<file path="config.mk">
export PLATFORM = sky130hd
export DESIGN_NAME = spi_cmd_sequencer
export DESIGN_NICKNAME = d
export VERILOG_FILES = /design/src/rtl/spi_cmd_sequencer.sv
export SDC_FILE = /design/constraint.sdc
export NUM_CORES = 1
export LEC_CHECK = 0
export ABC_CLOCK_PERIOD_IN_PS = 3500
export BUFFER_PORTS_ARGS = -buffer_cell sky130_fd_sc_hd__buf_2
export CORE_MARGIN = 2
export CORE_UTILIZATION = 49
export DETAILED_ROUTE_END_ITERATION = 8
export HOLD_SLACK_MARGIN = 0.02
export PLACE_DENSITY = 0.9
export SYNTH_ARGS = -nofsm -noshare
export SYNTH_HDL_FRONTEND = slang
export SYNTH_SLANG_ARGS = --single-unit
</file>
<file path="constraint.sdc">
create_clock -name aclk -period 3.5 [get_ports aclk]
set_input_delay 0.7 -clock aclk [delete_from_list [all_inputs] [get_ports aclk]]
set_output_delay 0.7 -clock aclk [all_outputs]
set_load 0.005 [all_outputs]
</file>
<file path="src/rtl/spi_cmd_sequencer.sv">
// spi_cmd_sequencer: pops 64-bit SPI commands from an AXI-Stream, launches them on the
// SPI master, waits for completion, returns the low read word on an output stream for
// read commands, enforces an idle gap between transfers and flags a master that never
// goes busy.
module spi_cmd_sequencer #(
  parameter int NUM_OF_CS    = 1,
  parameter int GAP_CYCLES   = 4,
  parameter int BUSY_TIMEOUT = 15
) (
  input  logic                 aclk,
  input  logic                 aresetn,
  input  logic [63:0]          s_axis_tdata,
  input  logic                 s_axis_tvalid,
  output logic                 s_axis_tready,
  output logic [15:0]          m_axis_tdata,
  output logic                 m_axis_tvalid,
  input  logic                 m_axis_tready,
  output logic                 spi_start_o,
  output logic [15:0]          dat_wr_h_o,
  output logic [15:0]          dat_wr_l_o,
  output logic                 cfg_rw_o,
  output logic [NUM_OF_CS-1:0] cfg_cs_act_o,
  output logic [4:0]           cfg_h_lng_o,
  output logic [4:0]           cfg_l_lng_o,
  input  logic                 spi_busy_i,
  input  logic [15:0]          dat_rd_l_i,
  output logic                 sts_idle_o,
  output logic                 sts_timeout_o,
  input  logic                 sts_clr_i,
  output logic [15:0]          cmd_cnt_o
);

  typedef enum logic [2:0] {
    S_IDLE, S_START, S_WAIT_BUSY, S_WAIT_DONE, S_CAPTURE, S_PUSH, S_GAP
  } state_t;

  localparam logic [7:0] TMO_LOAD = 8'(BUSY_TIMEOUT);
  localparam logic [7:0] GAP_LOAD = 8'(GAP_CYCLES);

  state_t                state_q, state_d;
  logic [7:0]            tmo_cnt_q, tmo_cnt_d;
  logic [7:0]            gap_cnt_q, gap_cnt_d;
  logic                  armed_q;
  logic                  m_tvalid_q, m_tvalid_d;
  logic [15:0]           m_tdata_q;
  logic                  timeout_q, timeout_d;
  logic [15:0]           cmd_cnt_q, cmd_cnt_d;
  logic [15:0]           dat_h_q, dat_l_q;
  logic                  rw_q;
  logic [NUM_OF_CS-1:0]  cs_q;
  logic [4:0]            h_lng_q, l_lng_q;
  logic                  accept, capture, inc_cnt, set_tmo;
  logic                  unused_bits;

  // Upper command bits and unused chip-select bits are intentionally ignored.
  assign unused_bits = ^s_axis_tdata[63:43];

  // armed_q keeps tready low while reset is asserted and for the first cycle after it.
  assign s_axis_tready = armed_q && (state_q == S_IDLE) && !m_tvalid_q;
  assign accept        = s_axis_tvalid && s_axis_tready;
  assign spi_start_o   = (state_q == S_START);
  assign sts_idle_o    = (state_q == S_IDLE) && !s_axis_tvalid;
  assign m_axis_tvalid = m_tvalid_q;
  assign m_axis_tdata  = m_tdata_q;
  assign sts_timeout_o = timeout_q;
  assign cmd_cnt_o     = cmd_cnt_q;
  assign dat_wr_h_o    = dat_h_q;
  assign dat_wr_l_o    = dat_l_q;
  assign cfg_rw_o      = rw_q;
  assign cfg_cs_act_o  = cs_q;
  assign cfg_h_lng_o   = h_lng_q;
  assign cfg_l_lng_o   = l_lng_q;

  // Next-state logic for the command sequencer, timers and status.
  always_comb begin
    state_d    = state_q;
    tmo_cnt_d  = tmo_cnt_q;
    gap_cnt_d  = gap_cnt_q;
    m_tvalid_d = m_tvalid_q && !m_axis_tready;
    capture    = 1'b0;
    inc_cnt    = 1'b0;
    set_tmo    = 1'b0;
    case (state_q)
      S_IDLE: begin
        if (accept) state_d = S_START;
      end
      S_START: begin
        tmo_cnt_d = TMO_LOAD;
        state_d   = S_WAIT_BUSY;
      end
      S_WAIT_BUSY: begin
        if (spi_busy_i) begin
          state_d = S_WAIT_DONE;
        end else begin
          tmo_cnt_d = tmo_cnt_q - 8'd1;
          if (tmo_cnt_q <= 8'd1) begin
            set_tmo   = 1'b1;
            gap_cnt_d = GAP_LOAD;
            state_d   = S_GAP;
          end
        end
      end
      S_WAIT_DONE: begin
        if (!spi_busy_i) begin
          if (rw_q) begin
            state_d = S_CAPTURE;
          end else begin
            inc_cnt   = 1'b1;
            gap_cnt_d = GAP_LOAD;
            state_d   = S_GAP;
          end
        end
      end
      S_CAPTURE: begin
        capture    = 1'b1;
        inc_cnt    = 1'b1;
        m_tvalid_d = 1'b1;
        state_d    = S_PUSH;
      end
      S_PUSH: begin
        gap_cnt_d = GAP_LOAD;
        state_d   = S_GAP;
      end
      S_GAP: begin
        if (gap_cnt_q == 8'd0) state_d = S_IDLE;
        else                   gap_cnt_d = gap_cnt_q - 8'd1;
      end
      default: state_d = S_IDLE;
    endcase
    // A clear request wins over a same-cycle increment or timeout.
    if (sts_clr_i) begin
      cmd_cnt_d = 16'd0;
      timeout_d = 1'b0;
    end else begin
      cmd_cnt_d = cmd_cnt_q + (inc_cnt ? 16'd1 : 16'd0);
      timeout_d = timeout_q || set_tmo;
    end
  end

  // Control state, timers, stream valid and status registers.
  always_ff @(posedge aclk or negedge aresetn) begin
    if (!aresetn) begin
      state_q    <= S_IDLE;
      tmo_cnt_q  <= 8'd0;
      gap_cnt_q  <= 8'd0;
      armed_q    <= 1'b0;
      m_tvalid_q <= 1'b0;
      timeout_q  <= 1'b0;
      cmd_cnt_q  <= 16'd0;
    end else begin
      state_q    <= state_d;
      tmo_cnt_q  <= tmo_cnt_d;
      gap_cnt_q  <= gap_cnt_d;
      armed_q    <= 1'b1;
      m_tvalid_q <= m_tvalid_d;
      timeout_q  <= timeout_d;
      cmd_cnt_q  <= cmd_cnt_d;
    end
  end

  // Command fields latched on accept and held until the next accepted command.
  always_ff @(posedge aclk or negedge aresetn) begin
    if (!aresetn) begin
      dat_l_q <= 16'd0;
      dat_h_q <= 16'd0;
      l_lng_q <= 5'd0;
      h_lng_q <= 5'd0;
      rw_q    <= 1'b0;
      cs_q    <= '0;
    end else if (accept) begin
      dat_l_q <= s_axis_tdata[15:0];
      dat_h_q <= s_axis_tdata[31:16];
      l_lng_q <= s_axis_tdata[36:32];
      h_lng_q <= s_axis_tdata[41:37];
      rw_q    <= s_axis_tdata[42];
      cs_q    <= s_axis_tdata[43 +: NUM_OF_CS];
    end
  end

  // Read word sampled in CAPTURE, once the master's output has settled.
  always_ff @(posedge aclk or negedge aresetn) begin
    if (!aresetn)     m_tdata_q <= 16'd0;
    else if (capture) m_tdata_q <= dat_rd_l_i;
  end

endmodule

</file>
==> flow_summary.json, run 1 <==
{
  "status": "completed",
  "ctsHoldBuffers": 0,
  "critPathKind": "flip-flop to flip-flop",
  "fill_cells": 698,
  "place_inst": 590,
  "port_buffers": 146,
  "synth_most_common_cell": "dfrtp_1",
  "via_per_inst": 5.30,
  "synth_area_leader_cell": "dfrtp_1",
  "first_pass_iters": 4,
  "core-area_sq_mm": 0.00859,
  "cp.required_ns": 3.74,
  "max_cap_violations": 0,
  "worstRegToRegCells": 5,
  "fin_crit_ns": 2.57,
  "path_cells": "or3_1, nor3b_1, and2_2, buf_4, mux2_2",
  "slew_viol_final": 0,
  "hold_class": "input port to asynchronous set/reset pin",
  "io_pins": 167,
  "fp.dieW_um": 97.5,
  "start_util_pct": 49.8,
  "gp_congestion": 0.776,
  "synth_seq_cells": 98,
  "yosysTopAreaCellShare_pct": 57.3,
  "power.leakage_nw": 2.60,
  "post_cts_buffers": 0,
  "ys_seq_area_share_pct": 57.3,
  "start_kind": "flip-flop",
  "drive_gt1_share_pct": 47.4,
  "max_freq_ghz": 0.389,
  "cts_buffers": 9,
  "diodes": 0,
  "wl_per_cell_um": 14.7,
  "drt_wl_total_mm": 8.89,
  "grt_pass1_wl_mm": 14.8,
  "critPathSlowestCell": "dfrtp_1",
  "path_max_fanout": 35,
  "die_area_sq_mm": 0.00950,
  "synthCells": 346,
  "rows": 34,
  "clk_pin_slew_ns": 0.09,
  "ctsRootBufferMaster": "clkbuf_8",
  "die_h_um": 97.5,
  "cts_resized": 0,
  "htree_levels": 3,
  "grtUsageTotal_pct": 19.1,
  "async_flop_share_pct": 100,
  "drt_iter0_markers": 148,
  "setup_viol": 0,
  "clockBufferDepth": 2,
  "total_power_mw": 3.95,
  "yosysUniqueCellTypes": 46,
  "irDropWorstVdd_uv": 452,
  "final_cells": 606,
  "antenna_found_initial": 0,
  "synth-edff-count": 0,
  "nNetsFinal": 585,
  "syn_area_sq_mm": 0.00428,
  "timing.final.crit_share_pct": 73.4,
  "final_hold_viol_count": 0,
  "hpwl_mm": 6.40,
  "critPathMaxStageDelay_ns": 0.57,
  "cp-end-kind": "flip-flop",
  "grt_setup_unrepaired": "no",
  "clock_latency_ns": 0.36,
  "dr_total_vias": 3213,
  "syn_area_per_cell_sq_um": 12.4,
  "slew_headroom_pct": 39.2,
  "drc": 0,
  "area_delta_synth_final_pct": 24.1,
  "cts_sinks": 98,
  "arrival_ns": 2.81,
  "synth.area.top_cells": "dfrtp_1 (57%), mux2_2 (16%), xor2_1 (2.7%)",
  "grt_pass1_vias": 3139,
  "grt_start_max_net_pins": 99,
  "overflow": 0,
  "yosys_warnings": 0,
  "syn_nets": 438,
  "tightest_slew_ns": 0.899,
  "p_per_area_mw_per_mm2": 744,
  "drtAntennaViolNets": 0,
  "skew_ns": 0.0165,
  "synth_common_cells": "dfrtp_1 (98), mux2_2 (62), nor2_1 (25)",
  "cts_tree": "done",
  "synth-main-ff-cell": "dfrtp_1",
  "final.setup.tns_ns": 0
}
[cell families after synthesis]
group                      Yosys count  share of synthesized area, %
adders and majority gates            6                          1.75
buffers and inverters               23                          2.43
muxes                               62                          16.3
AOI/OAI and AO/OA                   47                          6.96
DFF                                 98                          57.3
xor gates and xnor gates            15                          3.07
other                                1                        0.0876
and+or+nand+nor                     94                          12.1
[path summary, 6_finish.rpt]
check,from,endpoint,slack (ns)
worst max-delay path,state_q[1]$_DFFE_PN0P_,cfg_h_lng_o[2]$_DFFE_PN0P_,0.93
worst min-delay path,aresetn,cfg_h_lng_o[4]$_DFFE_PN0P_,0.37
worst max register to register,state_q[1]$_DFFE_PN0P_,cfg_h_lng_o[2]$_DFFE_PN0P_,0.93
worst min register to register,dat_wr_h_o[0]$_DFFE_PN0P_,dat_wr_h_o[0]$_DFFE_PN0P_,0.51
max in group asynchronous,aresetn,tmo_cnt_q[0]$_DFFE_PN0P_,2.71
min in group aclk,dat_wr_h_o[0]$_DFFE_PN0P_,dat_wr_h_o[0]$_DFFE_PN0P_,0.51
[cell usage in the layout (no fill, tap or decap), drive strengths merged, types with 2 or more instances in the layout]
cell type	instances
nor3	6
nand4b	3
nand3b	3
buf	149
and3	5
ha	6
xnor2	2
o31ai	5
clkbuf	10
nand2	14
nand4	3
a31oi	5
nand3	10
xor2	13
nor3b	4
nor2	25
or4	5
nor4b	2
mux2	62
nor4	2
inv	15
or3	5
dfrtp	98
o21ai	13
a21oi	13
nor2b	3
[registers in the layout, summed over array words and instances (netlist names)]
signal,cells
cfg_cs_act_o,1
sts_timeout_o,1
m_axis_tvalid,1
cfg_l_lng_o,5
dat_wr_h_o,16
gap_cnt_q,8
cmd_cnt_o,16
cfg_rw_o,1
armed_q,1
dat_wr_l_o,16
m_axis_tdata,16
cfg_h_lng_o,5
tmo_cnt_q,8
state_q,3
[where the power goes]
group	switching [mW]	leakage, nW	internal (mW)
Combinational	0.609	1.28	0.780
Clock	0.409	0.0962	0.293
Sequential	0.304	1.23	1.56
[layout make-up]
cell class / instances / area [sq um] / area share (%)
clock buffer: 10 / 138 / 2.59
inverter: 10 / 37.5 / 0.707
tap: 108 / 135 / 2.54
sequential: 98 / 2450 / 46.2
clock inverter: 6 / 53.8 / 1.01
timing repair buffer: 149 / 768 / 14.5
multi-input combinational: 225 / 1730 / 32.5
[through the flow]
| stage | cell area [sq um] | utilization, % | setup WS, ns | hold slack (ns) |
|---|---|---|---|---|
| floorplan | 4280 | - | 1.01 | 0.404 |
| global placement | 5120 | 59.6 | 1.05 | 0.483 |
| detailed placement | 5120 | 59.6 | 0.941 | 0.491 |
| CTS | 5310 | 61.8 | 0.929 | 0.403 |
| global route | 5310 | 61.8 | 0.720 | 0.408 |
| finish | 5310 | 61.8 | 0.932 | 0.373 |
[critical path, delay by kind of cell (launching register included)]
family | cells | cell delay, ns
flip-flops | 1 | 0.57
AND/OR/NAND/NOR | 3 | 1.04
buffers and inverters | 1 | 0.44
multiplexers | 1 | 0.39
[layer usage]
layer | GRT usage [%] | share of wire, % | up-vias | wire length, um
met5 | 0 | 0 | - | 0
met4 | 5.45 | 0.96 | 0 | 85
met3 | 3.96 | 5.9 | 8 | 527
met2 | 31.9 | 50 | 105 | 4450
met1 | 25.3 | 43 | 1569 | 3830
li1 | - | - | 1531 | -
Power figures use the tool's default switching activity.
==> run 2: changes to the inputs <==
- ABC_CLOCK_PERIOD_IN_PS: 3500 -> 2400
- clock period: 3.5 -> 2.4 ns (I/O delays scaled with it)
==> run 2 against run 1 <==
Net effect:
- total power grew 53%
- flip-flop and latch count stayed put
- routed wire length grew 1.7%
- die area unchanged
- utilization grew 1.2 points
- final area rose by 2.0%
- largest cell class unchanged
- first-iteration DRC count shrank 47%
- critical path type is now flip-flop to output port
- final cell count increased by 0.99%
- critical path depth shrank 1
==> flow_summary.json, run 2 (same netlist as run 1, synthesis figures left out) <==
{
  "status": "completed",
  "fin_crit_ns": 2.22,
  "final_hold_viol_count": 0,
  "tightest_slew_ns": 0.568,
  "skew_ns": 0.0165,
  "via_per_inst": 5.27,
  "cp-end-kind": "output port",
  "p_per_area_mw_per_mm2": 1120,
  "die_h_um": 97.5,
  "port_buffers": 146,
  "clock_latency_ns": 0.36,
  "cts_sinks": 98,
  "path_buf_inv": 3,
  "arrival_ns": 1.74,
  "slew_headroom_pct": 62.1,
  "worstRegToRegCells": 7,
  "grt_pass1_wl_mm": 15.1,
  "setup_viol": 0,
  "layout_commonest_cell": "buf_2",
  "timing.final.crit_share_pct": 92.4,
  "max_cap_violations": 0,
  "fp.dieW_um": 97.5,
  "slew_viol_final": 0,
  "drc": 0,
  "critPathKind": "flip-flop to output port",
  "clk_pin_slew_ns": 0.09,
  "grt_start_max_net_pins": 56,
  "antenna_found_initial": 0,
  "wl_per_cell_um": 14.8,
  "first_pass_iters": 4,
  "drt_iter0_markers": 79,
  "place_inst": 596,
  "cp.depth": 4,
  "die_area_sq_mm": 0.00950,
  "rows": 34,
  "hold_class": "input port to asynchronous set/reset pin",
  "drive_gt1_share_pct": 48.0,
  "grt_setup_unrepaired": "no",
  "drtAntennaViolNets": 0,
  "cts_tree": "done",
  "grt_pass1_vias": 3258,
  "cp.required_ns": 1.92,
  "gp_congestion": 0.832,
  "power.leakage_nw": 2.66,
  "path_cells": "buf_4, or3_1, inv_1, buf_2",
  "core-area_sq_mm": 0.00859,
  "final.setup.tns_ns": 0,
  "path_max_fanout": 13,
  "critPathMaxStageDelay_ns": 0.45,
  "nNetsFinal": 591,
  "hpwl_mm": 6.76,
  "grtUsageTotal_pct": 19.5,
  "critPathLaunch": "state_q[1]$_DFFE_PN0P_",
  "ctsHoldBuffers": 0,
  "final_cells": 612,
  "drt_wl_total_mm": 9.04,
  "cp_top_family": "buffers and inverters",
  "max_freq_ghz": 0.451,
  "area_delta_synth_final_pct": 26.5,
  "fill_cells": 673,
  "diodes": 0,
  "mostFrequentLayoutCells": "buf_2 (145), dfrtp_1 (98), mux2_2 (62)",
  "reg2reg_slack_ns": 0.19,
  "ctsRootBufferMaster": "clkbuf_8",
  "dr_total_vias": 3223,
  "io_pins": 167,
  "cp-endpoint": "spi_start_o",
  "post_cts_buffers": 0,
  "r2r_end": "cmd_cnt_o[10]$_DFF_PN0_",
  "cts_buffers": 9,
  "overflow": 0,
  "htree_levels": 3,
  "clockBufferDepth": 2,
  "start_kind": "flip-flop",
  "start_util_pct": 49.8,
  "rr_startpoint": "state_q[2]$_DFFE_PN0P_",
  "critPathSlowestCell": "dfrtp_1",
  "irDropWorstVdd_uv": 723,
  "cts_resized": 0
}
-- run 2: cell types whose count changed in the layout (fill, tap and decap cells not counted), sizes merged --
cell,change
buf,+6
bufinv,+2
inv,-2
-- run 2: per-layer routing --
layer / share of wire [%] / up-vias / global-route usage, %
li1: - / 1550 / -
met1: 43 / 1540 / 24.5
met2: 49 / 121 / 33.4
met3: 6.2 / 12 / 4.75
met4: 1.4 / 0 / 5.98
met5: 0 / - / 0
-- run 2: cell type report --
cell class	count	area, sq um	share of cell area, %
sequential	98	2450	45.3
multi-input combinational	225	1730	32.0
timing repair buffer	155	826	15.2
tap	108	135	2.49
clock buffer	10	138	2.54
clock inverter	6	96.3	1.78
inverter	10	37.5	0.693
-- run 2: worst min path at each step --
stage,endpoint,cells past startpoint,start,slack (ns)
floorplan,armed_q$_DFF_PN0_,0,aresetn,0.18
global placement,dat_wr_h_o[6]$_DFFE_PN0P_,1,dat_wr_h_o[6]$_DFFE_PN0P_,0.48
detailed placement,dat_wr_h_o[14]$_DFFE_PN0P_,1,dat_wr_h_o[14]$_DFFE_PN0P_,0.49
CTS,dat_wr_h_o[9]$_DFFE_PN0P_,1,aresetn,0.11
global route,dat_wr_h_o[6]$_DFFE_PN0P_,1,aresetn,0.13
finish,dat_wr_l_o[13]$_DFFE_PN0P_,1,aresetn,0.11
-- run 2: stage by stage --
| step | power (mW) | setup slack (ns) | instance area (sq um) | hold slack, ns | utilization [%] |
|---|---|---|---|---|---|
| final | 6.04 | 0.182 | 5420 | 0.109 | 63.0 |
| after global routing | 6.47 | 0.0364 | 5420 | 0.132 | 63.0 |
| after CTS | 6.11 | 0.150 | 5420 | 0.113 | 63.0 |
| after detailed placement | 4.89 | 0.0780 | 5180 | 0.489 | 60.3 |
| after global placement | 4.75 | 0.164 | 5180 | 0.483 | 60.3 |
| after floorplan | 3.93 | 0.0114 | 4290 | 0.184 | - |
-- run 2: report_power, final --
part / switching, mW / internal, mW / total [mW]
Sequential: 0.403 / 2.27 / 2.68
Combinational: 0.961 / 1.19 / 2.16
Clock: 0.579 / 0.631 / 1.21
